<file path="src/rtl/lsu_pkg.sv">
// Shared definitions for the load/store unit: RV32I width codes, FSM encoding
// and the request legality check.
package lsu_pkg;

  localparam logic [2:0] F3_B  = 3'b000;
  localparam logic [2:0] F3_H  = 3'b001;
  localparam logic [2:0] F3_W  = 3'b010;
  localparam logic [2:0] F3_BU = 3'b100;
  localparam logic [2:0] F3_HU = 3'b101;

  typedef enum logic [1:0] {
    IDLE  = 2'd0,
    ISSUE = 2'd1,
    WAIT  = 2'd2,
    DONE  = 2'd3
  } lsu_state_e;

  // Stores only have B/H/W; any wider code, or a misaligned H/W, is an error.
  function automatic logic access_err(input logic we, input logic [2:0] f3,
                                      input logic [1:0] addr_lo);
    logic err;
    err = 1'b0;
    if (we && (f3 > F3_W)) begin
      err = 1'b1;
    end else begin
      case (f3)
        F3_B, F3_BU: err = 1'b0;
        F3_H, F3_HU: err = addr_lo[0];
        F3_W:        err = (addr_lo != 2'b00);
        default:     err = 1'b1;
      endcase
    end
    return err;
  endfunction

endpackage

</file>
<file path="src/rtl/lsu_lane_align.sv">
// Byte-lane steering: store data replication, write-strobe mask and load
// extract/extend from the memory read word.
module lsu_lane_align
  import lsu_pkg::*;
(
  input  logic [2:0]  funct3,
  input  logic [1:0]  addr_lo,
  input  logic [31:0] wdata,
  input  logic [31:0] rdata,
  output logic [31:0] wdata_rep,
  output logic [3:0]  wr_mask,
  output logic [31:0] rdata_ext
);

  function automatic logic [31:0] replicate(input logic [2:0] f3, input logic [31:0] d);
    logic [31:0] r;
    case (f3)
      F3_B:    r = {4{d[7:0]}};
      F3_H:    r = {2{d[15:0]}};
      default: r = d;
    endcase
    return r;
  endfunction

  function automatic logic [3:0] strobe_mask(input logic [2:0] f3, input logic [1:0] lo);
    logic [3:0] m;
    case (f3)
      F3_B:    m = 4'b0001 << lo;
      F3_H:    m = 4'b0011 << {lo[1], 1'b0};
      F3_W:    m = 4'b1111;
      default: m = 4'b0000;
    endcase
    return m;
  endfunction

  function automatic logic [31:0] extract(input logic [2:0] f3, input logic [1:0] lo,
                                          input logic [31:0] d);
    logic [7:0]  b;
    logic [15:0] h;
    logic [31:0] r;
    b = d[{lo, 3'b000} +: 8];
    h = d[{lo[1], 4'b0000} +: 16];
    case (f3)
      F3_B:    r = {{24{b[7]}}, b};
      F3_BU:   r = {24'd0, b};
      F3_H:    r = {{16{h[15]}}, h};
      F3_HU:   r = {16'd0, h};
      default: r = d;
    endcase
    return r;
  endfunction

  assign wdata_rep = replicate(funct3, wdata);
  assign wr_mask   = strobe_mask(funct3, addr_lo);
  assign rdata_ext = extract(funct3, addr_lo, rdata);

endmodule

</file>
<file path="src/rtl/load_store_unit.sv">
// Single-outstanding load/store bus initiator: latches one request, issues a
// read or strobed write, and returns an extended load word or an error flag.
//
// state | meaning
// IDLE  | ready for a request
// ISSUE | strobe driven to memory for one cycle
// WAIT  | load only: memory word arrives, captured on exit
// DONE  | resp_valid pulse
module load_store_unit
  import lsu_pkg::*;
#(
  parameter int ADDR_W = 32
) (
  input  logic              clk,
  input  logic              rst,
  input  logic              req_valid,
  output logic              req_ready,
  input  logic              req_we,
  input  logic [2:0]        req_funct3,
  input  logic [ADDR_W-1:0] req_addr,
  input  logic [31:0]       req_wdata,
  output logic              resp_valid,
  output logic [31:0]       resp_rdata,
  output logic              resp_err,
  output logic [ADDR_W-1:0] mem_addr,
  output logic [31:0]       mem_wdata,
  output logic              mem_rd_strobe,
  output logic [3:0]        mem_wr_strobe,
  input  logic [31:0]       mem_rdata
);

  lsu_state_e        state, state_nxt;
  logic [ADDR_W-1:0] addr_q;
  logic              we_q;
  logic [2:0]        f3_q;
  logic [31:0]       wdata_q;
  logic              accept;
  logic              req_err;
  logic [31:0]       wdata_rep;
  logic [31:0]       rdata_ext;
  logic [3:0]        wr_mask;

  assign req_ready = (state == IDLE) & ~rst;
  assign accept    = req_valid & req_ready;
  assign req_err   = access_err(req_we, req_funct3, req_addr[1:0]);

  always_ff @(posedge clk or posedge rst) begin
    if (rst) state <= IDLE;
    else     state <= state_nxt;
  end

  always_comb begin
    state_nxt     = state;
    resp_valid    = 1'b0;
    mem_rd_strobe = 1'b0;
    mem_wr_strobe = 4'b0000;
    case (state)
      IDLE: begin
        if (accept) state_nxt = req_err ? DONE : ISSUE;
      end
      ISSUE: begin
        mem_rd_strobe = ~we_q;
        mem_wr_strobe = we_q ? wr_mask : 4'b0000;
        state_nxt     = we_q ? DONE : WAIT;
      end
      WAIT: state_nxt = DONE;
      DONE: begin
        resp_valid = 1'b1;
        state_nxt  = IDLE;
      end
      default: state_nxt = IDLE;
    endcase
  end

  // Response is cleared on accept so stores and errors report zero data.
  always_ff @(posedge clk or posedge rst) begin
    if (rst) begin
      addr_q     <= '0;
      we_q       <= 1'b0;
      f3_q       <= 3'b000;
      wdata_q    <= 32'd0;
      resp_rdata <= 32'd0;
      resp_err   <= 1'b0;
    end else if (accept) begin
      addr_q     <= req_addr;
      we_q       <= req_we;
      f3_q       <= req_funct3;
      wdata_q    <= req_wdata;
      resp_rdata <= 32'd0;
      resp_err   <= req_err;
    end else if (state == WAIT) begin
      resp_rdata <= rdata_ext;
    end
  end

  lsu_lane_align u_lane_align (
    .funct3    (f3_q),
    .addr_lo   (addr_q[1:0]),
    .wdata     (wdata_q),
    .rdata     (mem_rdata),
    .wdata_rep (wdata_rep),
    .wr_mask   (wr_mask),
    .rdata_ext (rdata_ext)
  );

  assign mem_addr  = {addr_q[ADDR_W-1:2], 2'b00};
  assign mem_wdata = wdata_rep;

endmodule

</file>
<file path="config.mk">
export PLATFORM = sky130hd
export DESIGN_NAME = load_store_unit
export DESIGN_NICKNAME = d
export VERILOG_FILES = /design/src/rtl/lsu_pkg.sv /design/src/rtl/lsu_lane_align.sv /design/src/rtl/load_store_unit.sv
export SDC_FILE = /design/constraint.sdc
export NUM_CORES = 1
export LEC_CHECK = 0
export CORE_MARGIN = 2
export CORE_UTILIZATION = 30
export CTS_CLUSTER_DIAMETER = 100
export CTS_CLUSTER_SIZE = 24
export DETAILED_ROUTE_END_ITERATION = 10
export GPL_TIMING_DRIVEN = 0
export SLEW_MARGIN = 20
export SYNTH_ARGS = -nofsm -noshare
export SYNTH_HDL_FRONTEND = slang
export SYNTH_SLANG_ARGS = --single-unit
</file>
<file path="constraint.sdc">
create_clock -name clk -period 5.55 [get_ports clk]
set_input_delay 1.11 -clock clk [delete_from_list [all_inputs] [get_ports clk]]
set_output_delay 1.11 -clock clk [all_outputs]
set_load 0.03 [all_outputs]
</file>
Word-level counts from Yosys, hierarchy flattened

Index checks and enable logic that the tools add are counted.

Shift operators: 4
Magnitude comparators: 1
Bitwise operators: 4
Equality and inequality tests: 12
Reductions and logical operators: 8
Mux-type cells: 15

Operators with widths:

| cell                                                                             | count |
|---|---|
| 32-bit one-hot mux with 4 select lines                                           | 1 |
| 32-bit 2-to-1 mux                                                                | 2 |
| 32-bit one-hot mux with 2 select lines                                           | 1 |
| 32-bit by 6-bit indexed part select with 16-bit output                           | 1 |
| 32-bit by 6-bit indexed part select with 8-bit output                            | 1 |
| 3-bit equality test (second input constant)                                      | 4 |
| 4-bit one-hot mux with 3 select lines                                            | 1 |
| 4-bit 2-to-1 mux                                                                 | 2 |
| 2-bit one-hot mux with 4 select lines                                            | 1 |
| 3-bit by 1-bit equality test with 1-bit output (second input constant)           | 2 |
| 3-bit by 2-bit equality test with 1-bit output (second input constant)           | 2 |
| 3-bit zero test                                                                  | 2 |
| 2-bit equality test (second input constant)                                      | 2 |
| 1-bit 2-to-1 mux                                                                 | 4 |
| 2-bit 2-to-1 mux                                                                 | 2 |
| 2-bit nonzero test                                                               | 2 |
| 2-bit OR reduction                                                               | 2 |
| 1-bit by 2-bit left shift with 4-bit output (first input constant)               | 1 |
| 2-bit by 2-bit left shift with 4-bit output (first input constant)               | 1 |
| 3-bit by 2-bit greater-than comparator with 1-bit output (second input constant) | 1 |
| 1-bit one-hot mux with 3 select lines                                            | 1 |
| 1-bit bitwise AND                                                                | 2 |
| 2-bit by 1-bit equality test with 1-bit output (second input constant)           | 1 |
| 2-bit zero test                                                                  | 1 |
| other kinds (3)                                                                  | 4 |

Output and inout bits: 104
Flip-flop bits (word level): 103
Input bits: 103
Logic and storage cells: 51

Logic depth before layout (Yosys ltp)

Depth in word-level cells: 7
Gate-level depth with buffers: 8
Depth with buffers taken out: 6

Modules after synthesis

From an unflattened synthesis, not the netlist that was laid out.

Cell total of the unflattened synthesis: 618
Area total of the unflattened synthesis: 5501.5 sq um

By module, submodules not included:

| module          | sequential area each (sq um) | area each (sq um) | cells an instance | times used |
|---|---|---|---|---|
| load_store_unit | 2577.5                       | 4409.2            | 456               | 1 |
| lsu_lane_align  | 0.0                          | 1092.3            | 162               | 1 |

Worst setup path before layout

No wires, ideal clock.

Path kind: input-to-output
From: input port rst
To: output port req_ready
Path buffers: 0
Required time: 4440 ps
Stages on the path: 1
Arrival: 1561 ps
Slack: 2879 ps
Cells stage by stage: nor2b_1

Word-level cells in the longest chain between the ends: 2

RTL lines:

| item              | RTL line              | RTL |
|---|---|---|
| start, declared   | load_store_unit.sv:15 | `input logic rst,` |
| 1-bit inverter    | load_store_unit.sv:43 | `assign req_ready = (state == IDLE) & ~rst;` |
| 1-bit bitwise AND | load_store_unit.sv:43 |  |
| end, declared     | load_store_unit.sv:17 | `output logic req_ready,` |

No other way between the ends.

Worst setup path in the final report

Ends and elaborated chain as after synthesis.

==> impl_results.md <==
* Chip Height at 136 um
* Buffer type at the clock tree root: sky130_fd_sc_hd__clkbuf_16
* Share of the core filled with cells in the final layout at 0.458
* Lkg Pwr at 3.72 nW
* Endpoints failing hold at 0
* Count of cell types in the netlist at 41
* Area added between synthesis and finish at 50.2%
* Core ar. at 17200 um^2
* Power share of the sequential group at 0.262
* Layout Skew at 0.00544 ns
* Starting density of the core at 0.305
* Clock Sinks at 103
* Cell type of the slowest stage on the worst timing path: sky130_fd_sc_hd__clkdlybuf4s50_1
* Share of post-route cells with drive strength above 1 at 0.120
* Post-cts resize count at 0
* Final number of setup-violating endpoints at 0
* Measured slew at the worst slew-check pin at 0.638 ns
* Hold path startpoint: wdata_q[23]
* Kind of cell with the highest combined delay on the critical path: buffers and inverters
* Fin crit period at 3.69 ns
* Number of remaining DRC errors at 0
* Flop and latch count out of synthesis at 103
* Maximum clock insertion buffer count at 2
* Pin count of the biggest net entering global routing at 57
* Switching power total at 0.00227 W
* Most area-hungry cell type in the Yosys netlist: sky130_fd_sc_hd__dfrtp_1
* Max Cap Violations at 0
* Largest stage delay, worst path at 0.71 ns
* Setup repair after global routing missed its margin: false
* Floorplan row count at 48
* Quantity of I/O buffers inserted on ports at 204
* Clock edge transition at the registers on the reported setup and hold paths at 0.07 ns
* Number of ports placed on the die boundary at 207
* Wire per inst at 16.1 um
* Per-instance average area after synthesis at 9.13 um^2
* Internal power summed over all cells at 0.00283 W
* Length of the first detailed-routing pass in iterations at 4
* Fin cells at 1023
* Post-Synthesis Cells at 576
* Fin crit share at 0.664
* Power share of the combinational group at 0.618
* Number of global-route vias before repair at 4521
* Slew Limit Headroom at 0.575
* Post-DP HPWL at 12400 um
* Critical Path End Type: primary output
* RD Place Congestion at 0.817
* Max Fanout on Critical Path at 4
* Share of the yosys chip area belonging to registers at 0.490
* Clock latency on the worst-skew pair at 0.35 ns
* Share of the synthesized area in the top cell type at 0.490
* Total Neg Setup Slack at 0 ns
* Post-CTS setup buffers at 0
* Data required time of the critical path at 4.44 ns
* Synth area leaders: sky130_fd_sc_hd__dfrtp_1 49%, sky130_fd_sc_hd__nand2_1 15%, sky130_fd_sc_hd__buf_4 5.9%
* Critical path startpoint: rst
* Switching portion of total power at 0.445
* WL final at 16500 um
* DR vias at 4661
* Filler cells at 1745
* Count of placed standard cells including taps at 1007
* Endpoint of the worst register-to-register path: resp_rdata[29]
* Critical path start-end classification: input pin to primary output
* YS warnings at 0
* Remaining number of nets flagged by the antenna check after routing at 0
* Global Route Usage Sum at 0.180
* Upper clock frequency limit at 0.271 GHz
* Worst r2r src: state[0]
* Die ar. at 18600 um^2
* Cell count of the worst reg-to-reg path at 7
* Worst endpoint data arrival time at 2.58 ns
* Via-per-instance ratio at 4.56
* Clock power share at 0.119
* H-tree depth at 3
* Endpoint of the worst hold path: wdata_q[23]
* Cts bufs inserted at 9
* Max VDD drop at 0.000455 V
* Cells on Worst Hold Path at 2
* Critical-path cell list: clkdlybuf4s50_1 -> nor2b_1 -> clkdlybuf4s50_1
* R2r setup slk at 3.27 ns
* Cell seen most often among critical-path stages: sky130_fd_sc_hd__clkdlybuf4s50_1
* Hold-fix buffers at CTS at 0
* Initial drt markers at 204
* Number of buffer and inverter instances along the worst setup path at 2
* Total gr overflow at 0
* CP startpoint kind: input pin
* Power per Cell Area at 646 nW/um^2
* Run status: completed
* Antenna violations before repair at 0
* First-pass GRT wire length at 25600 um
* Path type of the worst min-delay path: flop to flop
* Number of nets in the finished design at 901
* CTS tree: done
* Post-synth design cell area at 5260 um^2
* Chip Width at 136 um
* Slew Viols, Final at 0
* Diodes inserted at 0
## worst max path at each step
| stage | endpoint | slack (ns) | cells after the start |
|---|---|---|---|
| 2_1_floorplan | addr_q[0] | 1.74 | 1 |
| 3_3_place_gp | addr_q[16] | -0.17 | 2 |
| 3_5_place_dp | req_ready | 1.84 | 3 |
| 4_1_cts | req_ready | 1.84 | 3 |
| 5_1_grt | mem_wr_strobe[3] | 1.79 | 5 |
| 6_report | req_ready | 1.86 | 3 |
## layout by cell type (no fill, tap or decap), drive strengths merged
cell type,synthesis,routed
nand2b,10,10
o21a,1,1
a221oi,9,9
nor2,19,19
clkinv,0,2
a211o,1,1
and2,1,1
ha,5,5
o31ai,1,1
a22o,1,1
nor3,3,3
buf,56,57
mux4,1,1
clkbuf,17,30
o21ai,11,11
a221o,16,16
mux2i,20,20
nor4,1,1
clkdlybuf4s50,0,204
conb,1,2
clkinvlp,0,1
a21o,8,8
nand3,1,1
nand3b,1,1
a211oi,1,1
o22ai,3,3
a21oi,29,29
nand2,211,211
a41oi,1,1
mux2,18,18
nor2b,4,4
dfrtp,103,103
o311ai,1,1
inv,16,16
o311a,5,5
## per-layer routing
metal	GRT usage	wire length, um
met4	0.0561	168
met5	0	0
met2	0.284	7640
met3	0.0507	1260
met1	0.240	7390
## through the flow
stage / area [um^2] / hold WS (ns) / power (W) / setup slack [ns]
after floorplan: 5260 / 0.442 / 0.00333 / 1.74
after global placement: 7580 / 0.455 / 0.00451 / -0.165
after detailed placement: 7620 / 0.458 / 0.00452 / 1.84
after CTS: 7900 / 0.476 / 0.00516 / 1.84
after global routing: 7900 / 0.491 / 0.00543 / 1.79
final: 7900 / 0.470 / 0.00510 / 1.86
## state kept, by name, indices dropped and copies added, names as in the netlist
name and cells:
f3_q 3, resp_err 1, resp_rdata 32, we_q 1, wdata_q 32, addr_q 32, state 2
## power by group through the flow
stage / logic [W] / registers (W) / clock network (W)
after floorplan: 0.00181 / 0.00152 / 0
after global placement: 0.00316 / 0.00135 / 0
after detailed placement: 0.00317 / 0.00136 / 0
after CTS: 0.00319 / 0.00134 / 0.000632
after global routing: 0.00339 / 0.00139 / 0.000659
final: 0.00315 / 0.00134 / 0.000607
## worst reg2reg max path: stages (launching register included)
cell and delay, ns:
sky130_fd_sc_hd__dfrtp_1 0.43, sky130_fd_sc_hd__inv_1 0.13, sky130_fd_sc_hd__ha_1 0.15, sky130_fd_sc_hd__clkbuf_1 0.35
sky130_fd_sc_hd__nand2_2 0.27, sky130_fd_sc_hd__nor2_1 0.43, sky130_fd_sc_hd__buf_2 0.30, sky130_fd_sc_hd__a221o_1 0.17
## final cells by class
class	count	area (um^2)	area share
Buffer	73	457	0.0578
Clock inverter	3	17.5	0.00222
Tap cell	225	282	0.0357
Clock buffer	13	260	0.0330
Multi-Input combinational cell	385	2170	0.274
Sequential cell	103	2580	0.326
Inverter	16	65.1	0.00824
Timing Repair Buffer	205	2070	0.262
## logic make-up (layout without fill, tap and decap cells)
family          after synthesis  count (layout)  synth area share
mux                          39              39            0.0809
simple gates                251             251             0.195
buf+inv                      89             310            0.0983
compound gates               88              88             0.123
other cells                   1               2          0.000713
flops                       103             103             0.490
fa+ha+maj                     5               5            0.0119
## synthesized netlist by cell type
master / n
sky130_fd_sc_hd__nand2_1: 210
sky130_fd_sc_hd__dfrtp_1: 103
sky130_fd_sc_hd__buf_4: 41
sky130_fd_sc_hd__a21oi_1: 28
sky130_fd_sc_hd__mux2i_1: 20
sky130_fd_sc_hd__mux2_2: 18
sky130_fd_sc_hd__clkbuf_1: 17
sky130_fd_sc_hd__nor2_1: 17
sky130_fd_sc_hd__a221o_1: 16
sky130_fd_sc_hd__inv_1: 16
sky130_fd_sc_hd__buf_2: 11
sky130_fd_sc_hd__o21ai_0: 11
sky130_fd_sc_hd__nand2b_1: 10
sky130_fd_sc_hd__a21o_1: 8
sky130_fd_sc_hd__a221oi_1: 8
sky130_fd_sc_hd__ha_1: 5
sky130_fd_sc_hd__o311a_1: 5
sky130_fd_sc_hd__nor2b_1: 4
sky130_fd_sc_hd__o22ai_1: 3
sky130_fd_sc_hd__buf_1: 2
sky130_fd_sc_hd__buf_6: 2
sky130_fd_sc_hd__nor3_1: 2
sky130_fd_sc_hd__a211o_1: 1
sky130_fd_sc_hd__a211oi_2: 1
sky130_fd_sc_hd__a21oi_4: 1
sky130_fd_sc_hd__a221oi_2: 1
sky130_fd_sc_hd__a22o_1: 1
sky130_fd_sc_hd__a41oi_1: 1
sky130_fd_sc_hd__and2_1: 1
sky130_fd_sc_hd__conb_1: 1
sky130_fd_sc_hd__mux4_2: 1
sky130_fd_sc_hd__nand2_2: 1
sky130_fd_sc_hd__nand3_1: 1
sky130_fd_sc_hd__nand3b_1: 1
sky130_fd_sc_hd__nor2_2: 1
sky130_fd_sc_hd__nor2_8: 1
sky130_fd_sc_hd__nor3_4: 1
sky130_fd_sc_hd__nor4_1: 1
sky130_fd_sc_hd__o21a_1: 1
sky130_fd_sc_hd__o311ai_0: 1
sky130_fd_sc_hd__o31ai_1: 1
(Power assumes the default switching activity.)
